File: src/rtl/round_seq_fsm.sv
// round_seq_fsm: load/round enable sequencer for an iterative WIDTH-bit datapath register
// Optional abort input is compiled in when ROUND_SEQ_ABORT_EN is defined.
// Ports:
//   clk       rising-edge clock
//   reset     synchronous active-low reset
//   start     begin an operation (IDLE, or DONE together with ack)
//   ack       consumer accepts the result held in DONE
//   abort     (ROUND_SEQ_ABORT_EN only) cancel the operation from LOAD or RUN
//   din       initial value captured into dout during LOAD
//   round_in  next-round value from the external round logic
//   load_en   high during LOAD
//   round_en  high during RUN
//   round_idx current round number, 0..ROUNDS-1
//   busy      high in LOAD and RUN
//   done      high in DONE; dout is valid while high
//   dout      datapath register
module round_seq_fsm #(
    parameter int WIDTH  = 64,
    parameter int ROUNDS = 24,
    parameter int CNT_W  = 5
) (
    input  logic             clk,
    input  logic             reset,
    input  logic             start,
    input  logic             ack,
`ifdef ROUND_SEQ_ABORT_EN
    input  logic             abort,
`endif
    input  logic [WIDTH-1:0] din,
    input  logic [WIDTH-1:0] round_in,
    output logic             load_en,
    output logic             round_en,
    output logic [CNT_W-1:0] round_idx,
    output logic             busy,
    output logic             done,
    output logic [WIDTH-1:0] dout
);
    generate
        if (ROUNDS < 1 || (64'd1 << CNT_W) < 64'(ROUNDS)) begin : g_bad_cfg
            $error("round_seq_fsm: ROUNDS must be in 1..2**CNT_W");
        end
    endgenerate

    typedef enum logic [1:0] {IDLE, LOAD, RUN, DONE} state_t;

    localparam logic [CNT_W-1:0] LAST = CNT_W'(ROUNDS - 1);

    state_t           state, state_next;
    logic [CNT_W-1:0] idx_next;
    logic [WIDTH-1:0] dout_next;
    logic             abort_i;

`ifdef ROUND_SEQ_ABORT_EN
    assign abort_i = abort;
`else
    assign abort_i = 1'b0;
`endif

    always_ff @(posedge clk) begin
        if (!reset) begin
            state     <= IDLE;
            round_idx <= '0;
            dout      <= '0;
        end else begin
            state     <= state_next;
            round_idx <= idx_next;
            dout      <= dout_next;
        end
    end

    always_comb begin
        state_next = state;
        idx_next   = round_idx;
        dout_next  = dout;
        case (state)
            IDLE: state_next = start ? LOAD : IDLE;
            LOAD: begin
                idx_next   = '0;
                state_next = abort_i ? IDLE : RUN;
                dout_next  = abort_i ? dout : din;
            end
            RUN: begin
                // abort wins over completion and leaves dout untouched
                if (abort_i) begin
                    idx_next   = '0;
                    state_next = IDLE;
                end else begin
                    dout_next  = round_in;
                    idx_next   = (round_idx == LAST) ? '0 : round_idx + 1'b1;
                    state_next = (round_idx == LAST) ? DONE : RUN;
                end
            end
            DONE: state_next = ack ? (start ? LOAD : IDLE) : DONE;
            default: state_next = IDLE;
        endcase
    end

    assign load_en  = (state == LOAD);
    assign round_en = (state == RUN);
    assign busy     = (state == LOAD) || (state == RUN);
    assign done     = (state == DONE);
endmodule

File: config.mk
export PLATFORM = sky130hd
export DESIGN_NAME = round_seq_fsm
export DESIGN_NICKNAME = d
export VERILOG_FILES = /design/src/rtl/round_seq_fsm.sv
export SDC_FILE = /design/constraint.sdc
export NUM_CORES = 1
export LEC_CHECK = 0
export ABC_AREA = 1
export ABC_CLOCK_PERIOD_IN_PS = 1360
export CORE_MARGIN = 2
export CORE_UTILIZATION = 35
export CTS_CLUSTER_DIAMETER = 80
export DETAILED_ROUTE_END_ITERATION = 8
export PLACE_DENSITY = 0.83
export SYNTH_ARGS = -nofsm -noshare
export SYNTH_HDL_FRONTEND = slang
export SYNTH_SLANG_ARGS = --single-unit
File: constraint.sdc
create_clock -name clk -period 1.36 [get_ports clk]
set_input_delay 0.136 -clock clk [delete_from_list [all_inputs] [get_ports clk]]
set_output_delay 0.136 -clock clk [all_outputs]
set_load 0.01 [all_outputs]
==> key figures, run 1 <==
Cells and area
  • Antenna cell count: 0
  • Final Util: between 60% and 70%
  • Share of cells above drive strength 1: 19.9%
  • Final nets: approximately 830
  • Area Growth Syn to Fin: 76.0%
  • Post-Layout Cell Count: 825

Power and ir drop
  • P_sw: 1.92 mW
  • Switching portion of total power: 30.4%
  • Leak: 3.21 nW
  • Clock power frac: about a quarter
  • Power, Total: roughly 6.3 mW
  • Peak VDD IR: 521 uV
  • Pint: 4.39 mW
  • Comb pwr share: 36.8%
  • Sequential share of power: between 30% and 40%
  • Pwr dens: between 900 and 1000 mW/mm^2

Drt
  • Final ANT Viol Nets: 0
  • Vias after detailed routing: 4003
  • DRC errors left: 0
  • Post-Route WL: 12300 um
  • WL met1: 4980 um
  • Initial DRT Pass Iterations: 5
  • Metal2 WL: 6440 um
  • Uppermost layer routed: met4
  • Vias per cell: 4.85
  • Wire per inst: approximately 15 um
  • Met3 WL post-DR: between 600 and 700 um
  • 1st-iter DRT viols: 147

Global routing
  • Number of global-route vias before repair: 3954
  • Global-route wire length before repair: 18200 um
  • Antenna violations before repair: 0
  • Total GRT Usage: just under 20%
  • Gr ovfl total: 0
  • Largest net degree at the start of global routing: 69

STA
  • Fin. Hold Viols: 0
  • Setup_tns: -0.646 ns
  • Max-slew violations: 0
  • Period utilization: 105%
  • Fmax: 699 MHz
  • Clock Skew: 0.0100 ns
  • Period minus WS final: 1.43 ns
  • Setup Viol. Count Final: 34
  • Max_slew headroom: between 70% and 80%
  • Final worst slack: -0.0711 ns
  • RSZ-0062 raised after global routing: yes
  • Worst-Margin Slew: about 0.36 ns

Critical path
  • Crit path arrival time: 1.66 ns
  • Crit path launch type: flop
  • Crit Path Max Fanout: 9
  • Setup CP Type: reg -> reg
  • Critical Path RT: about 1.6 ns
  • Setup crit end kind: flop

Clocking
  • CTS clk-pin slew, worst paths: 0.08 ns
  • Cts-stage hold buffer count: 0
  • CTS Root Cell: clkbuf_8
  • Max Buffers Root-to-Sink: 2
  • CTS tree: done
  • Htree depth: 3
  • TritonCTS Buffers: 9
  • Clk_lat worst skew: 0.33 ns
  • Sink Count: 71

Placed design
  • IO buf count: 204
  • Global placer's final weighted congestion: ~0.8
  • Inst Count DP: roughly 800
  • DPL Wire Length: 8060 um

Die
  • Die area: 0.0111 sq mm
  • Die width: 105 um
  • Core area: 0.00986 sq mm
  • # rows: 36
  • Die H: 105 um
  • # IOs: roughly 200
  • Initial Util: between 30% and 40%

Synth
  • Synthesized net count: 615
  • Yosys warns: 0
  • Synth unique cells: 17
  • Mapped Area: 0.00359 sq mm
  • Number of synthesized register bits: 71
  • Mapped Cells: 478
  • Syn_area_per_cell: 7.52 sq um
  • Register area share after synthesis: 39.6%

Outcome
  • Status: complete, but fails checks
  • Failing checks: setup timing

Job
  • Max cap viols: 0

Min path
  • Hold Path Class: in -> reg
==> layer usage <==
| layer | GRT usage [%] | vias up |
|---|---|---|
| met5 | 0 | - |
| met4 | 6.38 | 0 |
| met3 | 4.33 | 14 |
| met2 | 37.3 | 135 |
| met1 | 22.0 | 1880 |
| li1 | - | 1974 |
==> state kept, by name (all words and copies together) (netlist names) <==
register,cells
dout,64
state,2
round_idx,5
==> worst paths after layout <==
path / slack [ns] / from / end / cells past startpoint
min reg2reg: 0.48 / dout[40] / dout[40] / 2
max reg2reg: -0.07 / state[0] / dout[38] / 7
min: 0.32 / reset / dout[11] / 4
max: -0.07 / state[0] / dout[38] / 7
==> power groups by stage <==
stage          Combinational (mW)  Sequential (mW)  Clock (mW)
6_report                     2.32             2.50        1.49
5_1_grt                      2.51             2.53        1.63
4_1_cts                      2.18             2.50        1.54
3_5_place_dp                 2.14             2.55           0
3_3_place_gp                 2.10             2.53           0
2_1_floorplan               0.893             2.67           0
==> stage by stage <==
| stage | instance area, sq um | hold WS (ns) | setup slack [ns] |
|---|---|---|---|
| 2_1_floorplan | 3610 | 0.290 | 0.00200 |
| 3_3_place_gp | 5770 | 0.460 | 0.00788 |
| 3_5_place_dp | 5770 | 0.463 | -0.0417 |
| 4_1_cts | 6080 | 0.313 | -0.0726 |
| 5_1_grt | 6330 | 0.320 | -0.128 |
| 6_report | 6330 | 0.317 | -0.0711 |
==> synthesized netlist by cell type <==
cell | instances | area share [%]
dfxtp_1 | 71 | 40
buf_6 | 13 | 4.1
inv_2 | 31 | 3.2
ha_1 | 5 | 1.7
nand4_1 | 2 | 0.35
buf_2 | 15 | 2.1
nor2_1 | 6 | 0.63
o211ai_2 | 23 | 8.0
buf_4 | 7 | 1.5
inv_1 | 45 | 4.7
a21oi_1 | 6 | 0.84
o21ai_1 | 1 | 0.14
clkbuf_1 | 2 | 0.21
o211ai_1 | 42 | 8.8
nand3_1 | 66 | 9.2
o21ai_0 | 2 | 0.28
nand2_1 | 141 | 15
==> area by class of cell <==
type,instances,area (sq um)
fill,846,3540
timing repair buffer,238,2530
multi-input combinational,294,1740
sequential,71,1430
inverter,76,293
tap,133,166
clock buffer,12,165
clock inverter,1,5.00
==> layout by cell type, fill, tap and decap left out, drive strengths merged <==
cell type | netlist | routed
clkdlybuf4s50 | 0 | 130
nand4 | 2 | 2
o211ai | 65 | 65
a21oi | 6 | 6
nor2 | 6 | 6
dlygate4sd2 | 0 | 58
clkbuf | 2 | 16
dlymetal6s2s | 0 | 11
nand2 | 141 | 141
o21ai | 3 | 3
ha | 5 | 5
buf | 35 | 35
dfxtp | 71 | 71
nand3 | 66 | 66
inv | 76 | 76
clkinv | 0 | 1
==> cells by family (layout without fill, tap and decap cells) <==
group | count (synthesis) | count (layout) | synth area share (%)
AND/OR/NAND/NOR | 215 | 215 | 24.9
buffers and inverters | 113 | 327 | 15.8
AO/OA/AOI/OAI | 74 | 74 | 18.0
flip-flops | 71 | 71 | 39.6
adder cells (fa/ha/maj) | 5 | 5 | 1.74
==> critical path, stage by stage, from the launching register on <==
cell      delay [ns]
dfxtp_2         0.36
inv_4           0.05
ha_4            0.34
buf_12          0.17
buf_6           0.14
nand3_1         0.09
o211ai_1        0.12
inv_2           0.05
==> timing repair <==
action	4_1_cts	5_1_grt
setup endpoints to repair	104	86
buffers inserted	7	1
gates cloned	3	6
pin swaps	16	6
resized for setup	95	49
(Power assumes the default switching activity.)
==> run 2, diff against run 1 <==
--- a/config.mk
+++ b/config.mk
@@ -6,11 +6,13 @@
 export NUM_CORES = 1
 export LEC_CHECK = 0
 export ABC_AREA = 1
-export ABC_CLOCK_PERIOD_IN_PS = 1360
+export ABC_CLOCK_PERIOD_IN_PS = 1200
+export CAP_MARGIN = 20
 export CORE_MARGIN = 2
 export CORE_UTILIZATION = 35
 export CTS_CLUSTER_DIAMETER = 80
 export DETAILED_ROUTE_END_ITERATION = 8
+export GPL_TIMING_DRIVEN = 0
 export PLACE_DENSITY = 0.83
 export SYNTH_ARGS = -nofsm -noshare
 export SYNTH_HDL_FRONTEND = slang
==> constraint.sdc (replaced) <==
create_clock -name clk -period 1.2 [get_ports clk]
set_input_delay 0.12 -clock clk [delete_from_list [all_inputs] [get_ports clk]]
set_output_delay 0.12 -clock clk [all_outputs]
set_load 0.01 [all_outputs]
==> run 2 against run 1 <==
  * The run still ends with setup timing left
  * Register-to-register slack worse by 0.20 ns
  * Final cell count up 2.5%
  * Clock power up 44%
==> key figures, run 2 (synthesized netlist as in run 1, its figures left out) <==
STA
  • Max_slew headroom: 71.6% (-4.2 points)
  • Period minus WS final: 1.47 ns (+0.0439 ns)
  • Fmax: 678 MHz (-3.0%)
  • Worst-Margin Slew: 0.426 ns (+0.0630 ns)
  • Max-slew violations: 0 (unchanged)
  • Period utilization: 123% (+18 points)
  • RSZ-0062 raised after global routing: yes
  • Fin. Hold Viols: 0 (unchanged)
  • Final worst slack: -0.275 ns (-0.204 ns)
  • Clock Skew: 0.0105 ns (+0.000427 ns)
  • Setup Viol. Count Final: 75 (+120%)

Cells and area
  • Share of cells above drive strength 1: 23.8% (+3.9 points)
  • Area of the multi-input gates: 0.00180 sq mm (+3.5%)
  • Post-Layout Cell Count: 846 (+2.5%)
  • Final instance area: 0.00656 sq mm (+3.7%)
  • Fill cells: 819 (-3.2%)
  • Antenna cell count: 0 (unchanged)
  • Register Area: 0.00143 sq mm (+0.35%)
  • Final Util: 66.5% (+2.4 points)
  • Biggest register: dout
  • Commonest non-fill, non-tap cells in the layout: 138 x nand2_1, 130 x clkdlybuf4s50_1, 69 x dlygate4sd2_1
  • Largest registers: dout (64), round_idx (5), state (2)
  • Max FFs per register: 64 (unchanged)
  • Leading cell type in the layout, fill and taps excluded: nand2_1
  • Final nets: 845 (+2.2%)
  • Area Growth Syn to Fin: 82.6%

Drt
  • Post-Route WL: 12900 um (+4.9%)
  • Vias after detailed routing: 4063 (+1.5%)
  • Final ANT Viol Nets: 0 (unchanged)
  • Vias per cell: 4.80 (-1.0%)
  • Initial DRT Pass Iterations: 5 (unchanged)
  • 1st-iter DRT viols: 153 (+4.1%)
  • DRC errors left: 0 (unchanged)
  • Wire per inst: 15.2 um (+2.3%)

Outcome
  • Status: complete, but fails checks
  • Failing checks: setup timing

Critical path
  • Crit path max-delay family: buffers and inverters
  • Slowest CP cell: dfxtp_2
  • Crit Path Max Fanout: 8 (-1)
  • CP Cell Sequence: inv_4 -> ha_4 -> buf_12 -> buf_12 -> clkbuf_16 -> nand3_2 -> o211ai_1 -> inv_2
  • Worst path max stage delay: 0.37 ns (about the same)
  • Critical Path RT: 1.43 ns (-0.15 ns)
  • Crit path arrival time: 1.70 ns (+0.04 ns)
  • Buf+Inv Stages, Crit Path: 5 (+1)
  • Setup CP Type: reg -> reg
  • Crit path launch type: flop
  • Most used cell, CP: buf_12
  • Setup crit end kind: flop

Power and ir drop
  • Switching portion of total power: 30.3% (-0.095 points)
  • P_sw: 2.33 mW (+21%)
  • Pint: 5.35 mW (+22%)
  • Sequential share of power: 36.8% (-2.7 points)
  • Leak: 3.20 nW (-0.22%)
  • Clock power frac: 27.9% (+4.2 points)
  • Comb pwr share: 35.3% (-1.5 points)
  • Peak VDD IR: 638 uV (+22%)
  • Pwr dens: 1170 mW/mm^2 (+17%)

Global routing
  • Antenna violations before repair: 0 (unchanged)
  • Gr ovfl total: 0 (unchanged)
  • Largest net degree at the start of global routing: 13 (-81%)
  • Number of global-route vias before repair: 3945 (-0.23%)
  • Global-route wire length before repair: 18900 um (+3.9%)
  • Total GRT Usage: 21.0% (+1.2 points)

Clocking
  • CTS clk-pin slew, worst paths: 0.08 ns (about the same)
  • Htree depth: 3 (unchanged)
  • Sink Count: 71 (unchanged)
  • Max Buffers Root-to-Sink: 2 (unchanged)
  • CTS Root Cell: clkbuf_8
  • Clk_lat worst skew: 0.34 ns (about the same)
  • Cts-stage hold buffer count: 0 (unchanged)
  • TritonCTS Buffers: 9 (unchanged)
  • CTS tree: done

Min path
  • Hold Path Class: in -> reg

Die
  • Initial Util: 36.4% (unchanged)
  • # IOs: 205 (unchanged)
  • Core area: 0.00986 sq mm (unchanged)
  • Die H: 105 um (unchanged)
  • Die area: 0.0111 sq mm (unchanged)
  • # rows: 36 (unchanged)
  • Die width: 105 um (unchanged)

Placed design
  • DPL Wire Length: 9270 um (+15%)
  • Inst Count DP: 814 (+2.0%)
  • Global placer's final weighted congestion: 0.814 (about the same)
  • Post-DP Area: 0.00587 sq mm (+1.7%)
  • IO buf count: 203 (-0.49%)
  • Post-place setup slack: -0.315 ns (-0.273 ns)

Job
  • Max cap viols: 0 (unchanged)
[run 2: cell types whose count changed in the layout (fill, tap and decap cells not counted), moves of 5 or more]
cell,previous run,this run
nand3_2,13,25
buf_8,4,9
nand3_1,53,41
dlymetal6s2s_1,11,0
dlygate4sd2_1,58,69
buf_6,10,15
[run 2: path summary, 6_finish.rpt]
kind,startpoint,to,slack [ns],depth (start not counted)
setup / recovery,state[0],dout[38],-0.27,8
setup reg to reg,state[0],dout[38],-0.27,8
hold reg to reg,dout[46],dout[46],0.48,2
hold / removal,reset,round_idx[0],0.29,4
[run 2: what timing repair did]
action / CTS / global route
resized for setup: 106 / 53
pin swaps: 6 / 26
cloned: 1 / 8
setup endpoints to repair: 144 / 77
buffers inserted: 6 / 1
[run 2: tightest hold or removal path, cell delays in order]
cell     delay (ns)
buf_2          0.14
buf_4          0.18
o21ai_1        0.08
a21oi_1        0.05
[run 2: power groups by stage]
stage | sequential, mW | clock [mW] | combinational (mW)
2_1_floorplan | 3.02 | 0 | 1.06
3_3_place_gp | 2.88 | 0 | 2.45
3_5_place_dp | 2.90 | 0 | 2.50
4_1_cts | 2.83 | 2.19 | 2.42
5_1_grt | 2.87 | 2.29 | 2.91
6_report | 2.83 | 2.14 | 2.71
[run 2: layout make-up]
class                           instances  share of cell area, %
Timing Repair Buffer                  219                   34.0
Buffer                                 37                   6.26
Clock buffer                           11                   2.16
Tap cell                              133                   2.54
Multi-Input combinational cell        294                   27.5
Inverter                               76                   4.50
Clock inverter                          5                   1.24
Sequential cell                        71                   21.8
[run 2: layer usage]
layer  routed length (um)  up-vias  GRT usage (%)
met5                    0        -              0
li1                     -     2009              -
met4                  191        0           5.62
met2                 6790      132           39.6
met3                  588       16           4.08
met1                 5280     1906           24.0
[run 2: through the flow]
step | power [mW] | setup TNS, ns | hold WS (ns)
finish | 7.68 | -15.24 | 0.288
global route | 8.07 | -19.31 | 0.298
detailed placement | 5.39 | -17.89 | 0.470
floorplan | 4.09 | -8.45 | 0.274
global placement | 5.33 | -15.19 | 0.461
CTS | 7.44 | -15.23 | 0.274
==> run 3, diff against run 2 <==
--- a/config.mk
+++ b/config.mk
@@ -13,6 +13,7 @@
 export CTS_CLUSTER_DIAMETER = 80
 export DETAILED_ROUTE_END_ITERATION = 8
 export GPL_TIMING_DRIVEN = 0
+export MAX_ROUTING_LAYER = met4
 export PLACE_DENSITY = 0.83
 export SYNTH_ARGS = -nofsm -noshare
 export SYNTH_HDL_FRONTEND = slang
==> constraint.sdc (replaced) <==
create_clock -name clk -period 1.2 [get_ports clk]
set_input_delay 0.12 -clock clk [delete_from_list [all_inputs] [get_ports clk]]
set_output_delay 0.12 -clock clk [all_outputs]
set_load 0.005 [all_outputs]
==> run 3 against run 2 <==
  * The flow still finishes with violations (setup timing)
  * Power fell by 3.4%
  * Clock power fell by 15%
  * Core utilization rose by 0.82 points
  * Register-to-register slack got worse by 0.06 ns
  * Via count rose by 2.6%
  * Count of clock-buffer cells in the layout did not move
  * Sequential power barely moved
  * Non-clock buffer count rose by 12
  * Global-route usage rose by 3.1 points
  * First-iteration DRC count fell by 3.3%
  * Die area did not move
  * Combinational power rose by 2%
==> key figures, run 3 (synthesized netlist as in run 1, its figures left out) <==
Cells and area
  • Fill cells: 816 (-0.37%)
  • Share of cells above drive strength 1: 27.1% (+3.2 points)
  • Max FFs per register: 64 (unchanged)
  • Final nets: 857 (+1.4%)
  • Area Growth Syn to Fin: 84.8%
  • Largest registers: dout (64), round_idx (5), state (2)
  • Biggest register: dout
  • Commonest non-fill, non-tap cells in the layout: 139 x nand2_1, 130 x clkdlybuf4s50_1, 68 x dlygate4sd2_1
  • Leading cell type in the layout, fill and taps excluded: nand2_1
  • Antenna cell count: 0 (unchanged)

Critical path
  • Crit path launch type: flop
  • Crit. Startpoint: state[0]
  • Setup crit end kind: flop
  • Reg-to-reg startpoint: state[0]
  • CP Cell Sequence: inv_4 -> ha_4 -> buf_8 -> buf_12 -> buf_12 -> buf_8 -> o211ai_1 -> inv_1
  • Setup CP Type: reg -> reg
  • Reg2Reg Depth: 8 (unchanged)
  • Worst path max stage delay: 0.36 ns (about the same)
  • Critical Path RT: 1.42 ns (about the same)
  • Capture point of the worst reg-to-reg path: dout[43]
  • Register-to-register path setup slack: -0.34 ns (-0.06 ns)
  • Slowest CP cell: dfxtp_4
  • Crit path max-delay family: buffers and inverters
  • Crit path arrival time: 1.76 ns (+0.06 ns)
  • Buf+Inv Stages, Crit Path: 6 (+1)
  • Crit Path Max Fanout: 10 (+2)

Clocking
  • Htree depth: 3 (unchanged)
  • Max Buffers Root-to-Sink: 2 (unchanged)
  • CTS Root Cell: clkbuf_8
  • CTS clk-pin slew, worst paths: 0.07 ns (about the same)
  • CTS tree: done
  • Clk_lat worst skew: 0.33 ns (about the same)
  • TritonCTS Buffers: 9 (unchanged)
  • Cts-stage hold buffer count: 0 (unchanged)
  • Sink Count: 71 (unchanged)

Min path
  • WHS Endpoint: round_idx[0]
  • Hold Path Class: in -> reg
  • HP Start: reset
  • Hold Path Stages: 4 (unchanged)

Die
  • Die area: 0.0111 sq mm (unchanged)
  • Core area: 0.00986 sq mm (unchanged)
  • # IOs: 205 (unchanged)
  • Die H: 105 um (unchanged)
  • Initial Util: 36.4% (unchanged)
  • Die width: 105 um (unchanged)
  • # rows: 36 (unchanged)

STA
  • Setup_tns: -19.57 ns (-4.33 ns)
  • Max-slew violations: 0 (unchanged)
  • Setup Viol. Count Final: 75 (unchanged)
  • Period utilization: 128% (+5.4 points)
  • Fmax: 650 MHz (-4.2%)
  • Max_slew headroom: 68.1% (-3.5 points)
  • Fin. Hold Viols: 0 (unchanged)
  • Worst-Margin Slew: 0.478 ns (+0.0524 ns)
  • Final worst slack: -0.339 ns (-0.0644 ns)
  • RSZ-0062 raised after global routing: yes
  • Clock Skew: 0.00985 ns (-0.000613 ns)
  • Period minus WS final: 1.54 ns (+0.0644 ns)

Drt
  • Wire per inst: 15.7 um (+3.6%)
  • Uppermost layer routed: met4
  • WL met1: 5490 um (+4.0%)
  • Vias per cell: 4.87 (+1.3%)
  • Post-Route WL: 13500 um (+5.0%)
  • 1st-iter DRT viols: 148 (-3.3%)
  • Vias after detailed routing: 4170 (+2.6%)
  • Met3 WL post-DR: 632 um (+7.5%)
  • Initial DRT Pass Iterations: 4 (-1)
  • Final ANT Viol Nets: 0 (unchanged)
  • Metal2 WL: 7070 um (+4.0%)
  • DRC errors left: 0 (unchanged)

Global routing
  • Gr ovfl total: 0 (unchanged)
  • Total GRT Usage: 24.2% (+3.1 points)
  • Number of global-route vias before repair: 4307 (+9.2%)
  • Global-route wire length before repair: 20900 um (+11%)
  • Largest net degree at the start of global routing: 12 (-1)
  • Antenna violations before repair: 0 (unchanged)

Job
  • Max cap viols: 0 (unchanged)

Placed design
  • Global placer's final weighted congestion: 0.866 (+6.4%)
  • IO buf count: 203 (unchanged)
  • DPL Wire Length: 9500 um (+2.5%)

Power and ir drop
  • Pwr dens: 1120 mW/mm^2 (-4.5%)
  • Leak: 3.24 nW (+1.3%)
  • Peak VDD IR: 743 uV (+17%)
  • Power, Total: 7.42 mW (-3.4%)

Outcome
  • Status: complete, but fails checks
  • Failing checks: setup timing
-- run 3: cell count changes in the layout (fill, tap and decap cells not counted), moves of 3 or more --
cell	previous run	this run
clkbuf_16	8	3
buf_12	4	7
buf_6	15	18
nand3_2	25	21
clkbuf_4	4	0
dfxtp_4	1	5
dfxtp_2	5	19
buf_4	7	20
dfxtp_1	65	47
-- run 3: layout make-up --
class                   instances  area (sq um)  area share [%]
flip-flops and latches         71          1460            22.0
repair buffers                232          2300            34.7
plain buffers                  36           419            6.31
clock buffers                  11           131            1.98
clock inverters                 4          47.5           0.716
well taps                     133           166            2.51
multi-input cells             294          1820            27.3
inverters                      76           295            4.45
-- run 3: worst max path at each step --
stage,endpoint,cells past startpoint
floorplan,dout[34],7
global placement,dout[48],8
detailed placement,dout[43],8
CTS,dout[43],8
global route,round_idx[3],11
finish,dout[43],8
-- run 3: metrics by stage --
stage	instance area (sq um)	util (%)	hold WS [ns]	setup slack [ns]	cells
floorplan	3680	-	0.274	-0.128	478
global placement	5880	59.6	0.467	-0.302	814
detailed placement	5880	59.6	0.468	-0.364	814
CTS	6470	65.6	0.257	-0.320	851
global route	6640	67.3	0.277	-0.383	857
finish	6640	67.3	0.276	-0.339	857
-- run 3: repair_timing --
action,CTS,global route
setup endpoints to repair,144,76
gates cloned,5,4
pin swaps,22,20
resized for setup,167,22
setup buffers,18,3
-- run 3: worst min-delay path, stage by stage --
cell,delay [ns]
buf_2,0.14
buf_4,0.18
o21ai_1,0.08
a21oi_1,0.04
-- run 3: per-layer routing --
| layer | vias to the layer above | track usage [%] |
|---|---|---|
| met3 | 29 | 4.82 |
| met5 | - | - |
| met4 | 0 | 6.29 |
| li1 | 2029 | - |
| met1 | 1971 | 25.8 |
| met2 | 141 | 45.3 |
-- run 3: report_power, final --
group	internal [mW]	switching [mW]
sequential	2.67	0.169
combinational	1.57	1.20
clock	0.944	0.871
